## src/rtl/max_decode.sv

```systemverilog
// rtl/max_decode.sv - max-channel to RGB decoder with 2-entry skid buffer; optional stats via MAX_DECODE_STATS_EN
module max_decode #(
  parameter int ATTEN_SHIFT = 2
) (
  input  logic        clk,
  input  logic        rst,
  input  logic        ce,
  input  logic        in_valid,
  output logic        in_ready,
  input  logic [9:0]  value,
  input  logic [1:0]  index,
  output logic        out_valid,
  input  logic        out_ready,
  output logic [9:0]  red,
  output logic [9:0]  green,
  output logic [9:0]  blue,
  output logic        err,
  input  logic        stats_clr,
  output logic [15:0] cnt_r,
  output logic [15:0] cnt_g,
  output logic [15:0] cnt_b
);

  logic [29:0] out_pix, skid_pix, new_pix;
  logic        out_full, skid_full, ready_q, err_q;
  logic [9:0]  att;
  logic        accept, legal, out_free;

  always_comb begin
    att = value >> ATTEN_SHIFT;
    case (index)
      2'd0:    new_pix = {value, att, att};
      2'd1:    new_pix = {att, value, att};
      default: new_pix = {att, att, value};
    endcase
  end

  assign legal    = (index != 2'd3);
  assign accept   = ce && in_valid && ready_q;
  // output register can take a new entry when empty or draining this cycle
  assign out_free = !out_full || out_ready;

  always_ff @(posedge clk) begin
    if (rst) begin
      out_pix   <= '0;
      skid_pix  <= '0;
      out_full  <= 1'b0;
      skid_full <= 1'b0;
      ready_q   <= 1'b0;
      err_q     <= 1'b0;
    end else if (ce) begin
      if (accept && !legal)
        err_q <= 1'b1;
      if (out_free) begin
        if (skid_full) begin
          out_pix   <= skid_pix;
          out_full  <= 1'b1;
          skid_full <= 1'b0;
          ready_q   <= 1'b1;
        end else if (accept && legal) begin
          out_pix  <= new_pix;
          out_full <= 1'b1;
          ready_q  <= 1'b1;
        end else begin
          out_full <= 1'b0;
          ready_q  <= 1'b1;
        end
      end else if (accept && legal) begin
        // stalled output: park the sample and stop accepting
        skid_pix  <= new_pix;
        skid_full <= 1'b1;
        ready_q   <= 1'b0;
      end else begin
        ready_q <= !skid_full;
      end
    end
  end

  assign in_ready  = ready_q && ce;
  assign out_valid = out_full;
  assign red       = out_pix[29:20];
  assign green     = out_pix[19:10];
  assign blue      = out_pix[9:0];
  assign err       = err_q;

`ifdef MAX_DECODE_STATS_EN
  logic [15:0] cr, cg, cb;

  always_ff @(posedge clk) begin
    if (rst) begin
      cr <= '0;
      cg <= '0;
      cb <= '0;
    end else if (ce) begin
      if (stats_clr) begin
        cr <= '0;
        cg <= '0;
        cb <= '0;
      end else if (accept) begin
        case (index)
          2'd0:    if (cr != 16'hFFFF) cr <= cr + 16'd1;
          2'd1:    if (cg != 16'hFFFF) cg <= cg + 16'd1;
          2'd2:    if (cb != 16'hFFFF) cb <= cb + 16'd1;
          default: ;
        endcase
      end
    end
  end

  assign cnt_r = cr;
  assign cnt_g = cg;
  assign cnt_b = cb;
`else
  logic stats_unused;
  assign stats_unused = stats_clr;
  assign cnt_r = '0;
  assign cnt_g = '0;
  assign cnt_b = '0;
`endif

endmodule

```

## config.mk

```make
export PLATFORM = sky130hd
export DESIGN_NAME = max_decode
export DESIGN_NICKNAME = d
export VERILOG_FILES = /design/src/rtl/max_decode.sv
export SDC_FILE = /design/constraint.sdc
export NUM_CORES = 1
export LEC_CHECK = 0
export CORE_UTILIZATION = 45
export DETAILED_ROUTE_END_ITERATION = 10
export DONT_BUFFER_PORTS = 1
export PLACE_DENSITY = 0.7
export SYNTH_ARGS = -nofsm -noshare
export SYNTH_HDL_FRONTEND = slang
export SYNTH_SLANG_ARGS = --single-unit
export TNS_END_PERCENT = 5
```

## constraint.sdc

```tcl
create_clock -name clk -period 1.49 [get_ports clk]
set_clock_uncertainty 0.2 [all_clocks]
set_input_delay 0.0745 -clock clk [delete_from_list [all_inputs] [get_ports clk]]
set_output_delay 0.0745 -clock clk [all_outputs]
set_load 0.01 [all_outputs]
```

==> results of run 1 <==
## routing by layer
layer / vias up / global-route usage, % / routed length (um)
met5: - / 0 / 0
met2: 106 / 33.29 / 4059
met4: 0 / 9.384 / 155
li1: 1308 / - / -
met3: 13 / 5.877 / 567
met1: 1351 / 28.02 / 3912
## worst min-delay path by stage
stage | startpoint | end | slack (ns) | depth (start not counted)
floorplan | value[8] | skid_pix[8]$_SDFFE_PP0P_ | 0.02 | 2
global placement | rst | out_valid$_SDFFE_PP0P_ | -0.05 | 1
detailed placement | rst | out_valid$_SDFFE_PP0P_ | -0.05 | 1
CTS | rst | out_valid$_SDFFE_PP0P_ | -0.42 | 1
global route | rst | out_valid$_SDFFE_PP0P_ | -0.42 | 1
finish | rst | out_valid$_SDFFE_PP0P_ | -0.41 | 1
## synthesized netlist by cell type
| master | n |
|---|---|
| and3_1 | 2 |
| conb_1 | 1 |
| nand2b_1 | 1 |
| a21o_1 | 1 |
| a31oi_1 | 2 |
| nand2_1 | 17 |
| clkbuf_1 | 17 |
| and2_1 | 4 |
| a2111oi_2 | 2 |
| buf_2 | 10 |
| buf_1 | 1 |
| a21boi_0 | 2 |
| o21ba_2 | 1 |
| a22oi_1 | 5 |
| inv_1 | 1 |
| buf_6 | 4 |
| nor2_8 | 1 |
| nor3b_1 | 1 |
| o21ba_1 | 1 |
| o21ai_0 | 28 |
| nor2_1 | 46 |
| nand3_1 | 12 |
| dfxtp_1 | 64 |
| nor3_1 | 2 |
| a211oi_1 | 30 |
| nor2b_4 | 1 |
| buf_4 | 51 |
| nor2b_1 | 3 |
| a21oi_1 | 37 |
| nand3b_1 | 2 |
| mux2i_1 | 24 |
| o2111ai_1 | 2 |
| a2111o_1 | 14 |
## final cells by class
| type | instances | share of cell area [%] |
|---|---|---|
| clock buffer | 9 | 3.015 |
| timing repair buffer | 32 | 11.33 |
| inverter | 1 | 0.09135 |
| clock inverter | 7 | 2.923 |
| multi-input combinational | 289 | 48.36 |
| sequential | 64 | 31.27 |
| tap | 99 | 3.015 |
## cell usage in the layout, fill, tap and decap left out, types with 6 or more instances in the layout
cell type	synthesis	layout
clkbuf_8	0	9
nand3_1	12	7
buf_6	4	6
mux2i_1	24	24
a21oi_2	0	16
a2111o_1	14	14
buf_4	51	13
a21oi_1	37	20
conb_1	1	48
dfxtp_1	64	61
nor2_1	46	41
nand2_1	17	16
a211oi_1	30	10
a211oi_2	0	20
buf_12	0	7
o21ai_0	28	28
## metrics by stage
| stage | power, uW | worst slack, ns |
|---|---|---|
| floorplan | 2208 | -0.007457 |
| global placement | 2143 | -0.04635 |
| detailed placement | 2148 | -0.1058 |
| CTS | 3960 | -0.06531 |
| global route | 4127 | -0.1978 |
| finish | 3993 | -0.1704 |
## registers in the layout (all words and copies together) (netlist names)
| register | count |
|---|---|
| err | 1 |
| out_pix | 30 |
| out_valid | 1 |
| ready_q | 1 |
| skid_full | 1 |
| skid_pix | 30 |
## worst max-delay path: cells and delay by family (launching register included)
kind	cells	cell delay, ns
AOI/OAI and AO/OA	1	0.20
buffers and inverters	2	0.36
DFF	1	0.34
and+or+nand+nor	3	0.47
## kinds of logic (layout without fill, tap and decap cells)
logic type             Yosys count  after routing  synth area share (%)
AOI/OAI and AO/OA              125            125                 25.34
buffers and inverters           84             49                 16.40
DFF                             64             64                 38.27
muxes                           24             24                 7.175
other                            1             48                0.1120
and+or+nand+nor                 92             92                 12.71
## power groups by stage
stage	combinational (uW)	clock [uW]	sequential, uW
6_report	392	1820	1780
5_1_grt	433	1910	1780
4_1_cts	347	1840	1780
3_5_place_dp	332	0	1820
3_3_place_gp	328	0	1820
2_1_floorplan	398	0	1810
## timing repair
| item | 4_1_cts | 5_1_grt |
|---|---|---|
| gates cloned | 5 | 2 |
| pin swaps | 30 | 22 |
| setup buffers | 7 | 2 |
| endpoints found under the hold margin | 64 | 64 |
| setup endpoints to repair | 46 | 60 |
| resized for setup | 24 | 46 |
==> out/summary.txt, run 1 <==
area of the multi-input gates - 1987 um^2
placed cell area - 3308 um^2
FF+latch area - 1285 um^2
Fin Setup TNS - -2.993 ns
Tcrit/Tclk final - 111.4%
Psw - 987.2 uW
antenna cells - 0
TritonCTS buffer count - 9
gpl congestion - 0.7928
Final min period - 1.660 ns
largest net degree at the start of global routing - 65
Finished Cell Area - 4109 um^2
CP startpoint - ready_q$_SDFFE_PP0P_
GRT Resource Usage Total - 21.45%
Chip Height - 88.26 um
CTS root buf - clkbuf_8
Mapped Area - 3348 um^2
combinational power share - 9.8%
Mapped Cells - 390
pwr dens - 971.7 nW/um^2
final std cells w/o fill - 501
routed len/inst - 17.35 um
input/output buffers - 0
failing checks - hold timing, setup timing
Via density - 5.545
worst-path fanout max - 6
Seq pwr share - 44.5%
clock sink count - 64
Slew Limit Fails - 0
DP HPWL - 4722 um
worst setup path end - skid_pix[21]$_SDFFE_PP0P_
Post-Place Cells - 470
crit path kind - register to register
Overflow after GRT - 0
# H-tree levels - 3
outcome - complete, but fails checks
Reg-to-Reg Start - ready_q$_SDFFE_PP0P_
final worst slack - -0.1704 ns
CP Data Required Time - 1.55 ns
DRT iter0 DRCs - 148
Synth area leader - dfxtp_1
syn_area_per_cell - 8.585 um^2
vias in the first global route - 2,517
Synth-to-Final Area Change - 22.72%
YS warnings - 0
Crit-path slowest cell - dfxtp_2
Die Width - 88.26 um
Reg clk slew, reported paths - 0.08 ns
# IOs - 99
sw frac - 24.73%
synthesized flop and latch total - 64
worst reg-to-reg path cell count - 6
hold crit path type - input port to register
WL final - 8694 um
share of cells above drive strength 1 - 27.86%
initial antenna violation count - 0
Reg-to-Reg End - skid_pix[21]$_SDFFE_PP0P_
Max Cap Viol - 0
Max Fclk - 602.3 MHz
Worst Path Arrival - 1.72 ns
CP peak stage delay - 0.34 ns
Die Footprint - 7790 um^2
CTS tree - yes
P_leak - 0.001467 uW
hold slack - -0.4091 ns
post-route ant nets - 0
Final Hold Vio Count - 64
Filler cells - 610
CP startpoint kind - register
routed vias - 2,778
r2r setup slk - -0.17 ns
CP Cell Sequence - and2_4, nor3b_4, buf_6, clkbuf_16, nor2_1, a211oi_1
DR DRC count - 0
# rows - 31
Layout Utilization - 56.95%
# setup viols final - 54
Clk pwr share - 45.7%
CP Capture Type - register
starting density of the core - 46.41%
Internal - 3006 uW
Cell variety after synth - 33
post-synth top area share - 38.27%
first-pass GRT wire length - 12,700 um
final net count - 415
RSZ-0062 raised after global routing - yes
top post-synthesis cells by area - dfxtp_1, buf_4, mux2i_1
Worst-Skew Late Latency - 0.34 ns
drt pass-1 iters - 4
buffer depth of the longest clock path - 2
Seq/Total Area, Yosys - 38.27%
core area - 7214 um^2
maximum VDD drop - 590.7 uV
(Power assumes the default switching activity.)
==> run 2, diff against run 1 <==
- PLACE_DENSITY: 0.7 -> 0.68
- clock period: 1.49 -> 1.9 ns (I/O delays scaled with it)
==> run 2 against run 1 <==
The flow now finishes without violations; via count is 0.11% lower; non-clock buffer count increased by 13; routed wire length is 6.8% lower; setup slack better by 0.21 ns; largest cell class unchanged; utilization shrank 4.3 points; sequential share of layout area up 2.5 points.
==> out/summary.txt, run 2 (synthesis gave the netlist of run 1 again) <==
Synth-to-Final Area Change - 13.53%
most frequent cells in the layout - dfxtp_1, conb_1, nor2_1
maximum VDD drop - 357.6 uV
vias in the first global route - 2,432
Setup WS pre-CTS - 0.1399 ns
WL final - 8104 um
DP HPWL - 4575 um
P_leak - 0.001391 uW
largest net degree at the start of global routing - 65
Overflow after GRT - 0
Top Registers - out_pix (30), skid_pix (30)
r2r setup slk - 0.10 ns
outcome - complete, no violations
CTS root buf - clkbuf_8
TritonCTS buffer count - 9
Via density - 5.399
# setup viols final - 0
Chip Height - 88.26 um
pwr dens - 748.1 nW/um^2
starting density of the core - 46.41%
gpl congestion - 0.8048
DRT iter0 DRCs - 211
CP startpoint kind - input port
Worst-Skew Late Latency - 0.34 ns
crit path kind - input port to register
post-route ant nets - 0
Die Footprint - 7790 um^2
drt pass-1 iters - 4
Final min period - 1.857 ns
RSZ-0062 raised after global routing - no
Die Width - 88.26 um
Fin Setup TNS - 0 ns
Tcrit/Tclk final - 97.72%
buffer depth of the longest clock path - 2
antenna cells - 0
CP Data Required Time - 1.96 ns
DR DRC count - 0
Max Cap Viol - 0
core area - 7214 um^2
CTS tree - yes
Slew Limit Fails - 0
first-pass GRT wire length - 12,540 um
# IOs - 99
CP Capture Type - register
Max Fclk - 538.6 MHz
final worst slack - 0.04340 ns
hold crit path type - input port to register
most common cell after layout, fill and taps aside - dfxtp_1
routed len/inst - 15.77 um
routed vias - 2,775
# H-tree levels - 3
input/output buffers - 0
final net count - 428
share of cells above drive strength 1 - 8.434%
Final Hold Vio Count - 0
Reg clk slew, reported paths - 0.07 ns
initial antenna violation count - 0
worst-path fanout max - 6
# rows - 31
GRT Resource Usage Total - 21.20%
Worst-Margin Slew - 0.5691 ns
max_slew headroom - 61.93%
Worst Path Arrival - 1.91 ns
clock sink count - 64
==> run 2: repair_timing <==
item                                    4_1_cts  5_1_grt
gates resized for setup                       0        4
endpoints found under the hold margin        64        1
endpoints found under the setup margin        0        8
hold buffers                                 32        1
buffers inserted                              0        1
==> run 2: stage by stage <==
step	std cells	instance area [um^2]	power (uW)	utilization, %	hold slack [ns]
after floorplan	437	3525	1728	-	0.04249
after global placement	462	3229	1664	44.76	-0.02958
after detailed placement	462	3229	1669	44.76	-0.02912
after CTS	510	3747	2863	51.94	0.003725
after global routing	514	3801	2970	52.69	0.03842
final	514	3801	2844	52.69	0.02170
==> run 2: critical path, cell delays in order <==
cell and delay (ns):
dlygate4sd3_1 0.76, mux2i_1 0.21, dlygate4sd3_1 0.61, a211oi_1 0.23
==> run 2: power breakdown <==
| part | total, uW | internal, uW | switching [uW] |
|---|---|---|---|
| registers | 1390 | 1370 | 26.4 |
| clock network | 1090 | 600 | 489 |
| logic | 360 | 140 | 220 |
| total | 2840 | 2110 | 736 |
==> run 2: worst paths after layout <==
kind,from,endpoint,depth (start not counted)
max,value[6],skid_pix[16]$_SDFFE_PP0P_,4
min,value[8],out_pix[8]$_SDFFE_PP0P_,3
max reg2reg,skid_full$_SDFFE_PP0P_,out_pix[19]$_SDFFE_PP0P_,5
min reg2reg,skid_pix[8]$_SDFFE_PP0P_,skid_pix[8]$_SDFFE_PP0P_,2
==> run 2: final cells by class <==
type | instances | area, um^2
Sequential cell | 64 | 1282
Clock inverter | 4 | 45.04
Tap cell | 99 | 123.9
Multi-Input combinational cell | 289 | 1710
Inverter | 1 | 3.754
Fill cell | 698 | 3413
Timing Repair Buffer | 45 | 500.5
Clock buffer | 12 | 135.1
==> run 2: per-layer routing <==
layer	global-route usage, %	part of all wire (%)
met5	0	0
met2	32.73	46
met1	27.91	45
met4	5.279	1.5
met3	8.209	8.0
==> run 3, diff against run 2 <==
- PLACE_DENSITY: 0.68 -> 0.64
==> run 3 against run 2 <==
Register-to-register slack barely moved; utilization rose by 0.64 points; total power rose by 4.9%; critical endpoint is now out_pix[18]$_SDFFE_PP0P_; largest cell class unchanged; first-iteration DRC count fell by 0.47%; cell area rose by 1.2%; critical path depth rose by 1; die area did not move.
==> out/summary.txt, run 3 (synthesis gave the netlist of run 1 again) <==
Final min period - 1.845 ns
crit path kind - input port to register
Post-Place Cells - 463
CP startpoint kind - input port
post-route ant nets - 0
placed cell area - 3224 um^2
worst-path fanout max - 8
starting density of the core - 46.41%
CP delay by family, top - buffers and inverters
# rows - 31
M1 GR Usage - 28.60%
Max Fclk - 542.1 MHz
gpl congestion - 0.7401
# setup viols final - 0
Via density - 5.416
CTS root buf - clkbuf_8
most common cell after layout, fill and taps aside - dfxtp_1
cell mode on critical path - dlygate4sd3_1
input/output buffers - 0
CP Data Required Time - 1.96 ns
hold slack - 0.04849 ns
drt pass-1 iters - 4
Fin Setup TNS - 0 ns
routed vias - 2,784
GR Util met3 - 6.716%
core area - 7214 um^2
Synth-to-Final Area Change - 14.91%
pwr dens - 775.2 nW/um^2
# IOs - 99
# H-tree levels - 3
TritonCTS buffer count - 9
maximum VDD drop - 544.1 uV
CTS tree - yes
max_slew headroom - 61.46%
Final Hold Vio Count - 0
Top Usage Layer GRT - met2
final std cells w/o fill - 514
P_leak - 0.001429 uW
Tcrit/Tclk final - 97.09%
CP bufs+invs - 2
largest net degree at the start of global routing - 65
vias in the first global route - 2,505
routed len/inst - 15.73 um
final worst slack - 0.05533 ns
clock sink count - 64
initial antenna violation count - 0
GRT Resource Usage Total - 21.99%
CP peak stage delay - 0.76 ns
Die Footprint - 7790 um^2
Worst-Margin Slew - 0.5781 ns
DR DRC count - 0
WL final - 8083 um
Worst Path Arrival - 1.90 ns
Finished Cell Area - 3847 um^2
CP Capture Type - register
Max Cap Viol - 0
most frequent cells in the layout - dfxtp_1, conb_1, nor2_1
Filler cells - 659
M2 GR Usage - 34.90%
FF+latch area - 1284 um^2
Overflow after GRT - 0
Top Registers - out_pix (30), skid_pix (30)
share of cells above drive strength 1 - 9.157%
Reg clk slew, reported paths - 0.07 ns
Setup Fix Bufs, Post-CTS - 0
Slew Limit Fails - 0
Crit-path slowest cell - dlygate4sd3_1
antenna cells - 0
Die Width - 88.26 um
Setup WS pre-CTS - 0.1698 ns
DP HPWL - 4522 um
outcome - complete, no violations
Chip Height - 88.26 um
final net count - 429
area of the multi-input gates - 1712 um^2
DRT iter0 DRCs - 210
Worst-Skew Late Latency - 0.34 ns
buffer depth of the longest clock path - 2
CP Cell Sequence - dlygate4sd3_1, nor2b_1, dlygate4sd3_1, a22oi_1, a211oi_1
hold crit path type - input port to register
first-pass GRT wire length - 12,920 um
run 3: worst paths after layout:
path	from	slack (ns)	end	cells past startpoint
min reg2reg	skid_pix[29]$_SDFFE_PP0P_	0.26	skid_pix[29]$_SDFFE_PP0P_	2
max	value[8]	0.06	out_pix[18]$_SDFFE_PP0P_	5
max reg2reg	skid_full$_SDFFE_PP0P_	0.09	out_pix[8]$_SDFFE_PP0P_	6
min	index[1]	0.05	out_pix[1]$_SDFFE_PP0P_	4
run 3: worst reg2reg max path, stage by stage (launching register included):
cell	delay (ns)
dfxtp_2	0.37
inv_4	0.06
buf_12	0.15
and3_1	0.14
dlygate4sd3_1	0.56
a21oi_2	0.13
a211oi_2	0.08
run 3: cell type report:
type | instances | share of cell area [%]
clock buffers | 13 | 4.390
repair buffers | 46 | 13.40
multi-input cells | 289 | 44.49
flip-flops and latches | 64 | 33.37
clock inverters | 2 | 0.9756
well taps | 99 | 3.220
inverters | 1 | 0.1626
run 3: through the flow:
step / total power [uW] / util, %
after global placement: 1663 / 44.69
after floorplan: 1728 / -
after CTS: 2987 / 52.65
final: 2982 / 53.33
after global routing: 3108 / 53.33
after detailed placement: 1668 / 44.69
run 3: routing by layer:
layer / vias to the layer above / routed length (um)
met1: 1338 / 3595
met5: - / 0
met3: 11 / 590
li1: 1338 / -
met4: 0 / 105
met2: 97 / 3791
run 3: repair_timing:
action / CTS / global route
hold buffers: 35 / 0
hold endpoints to repair: 64 / 0
endpoints found under the setup margin: 0 / 7
gates resized for setup: 0 / 9
run 3: report_power, final:
| part | internal, uW | switching, uW |
|---|---|---|
| Combinational | 146 | 226 |
| Sequential | 1370 | 26.4 |
| Clock | 707 | 510 |
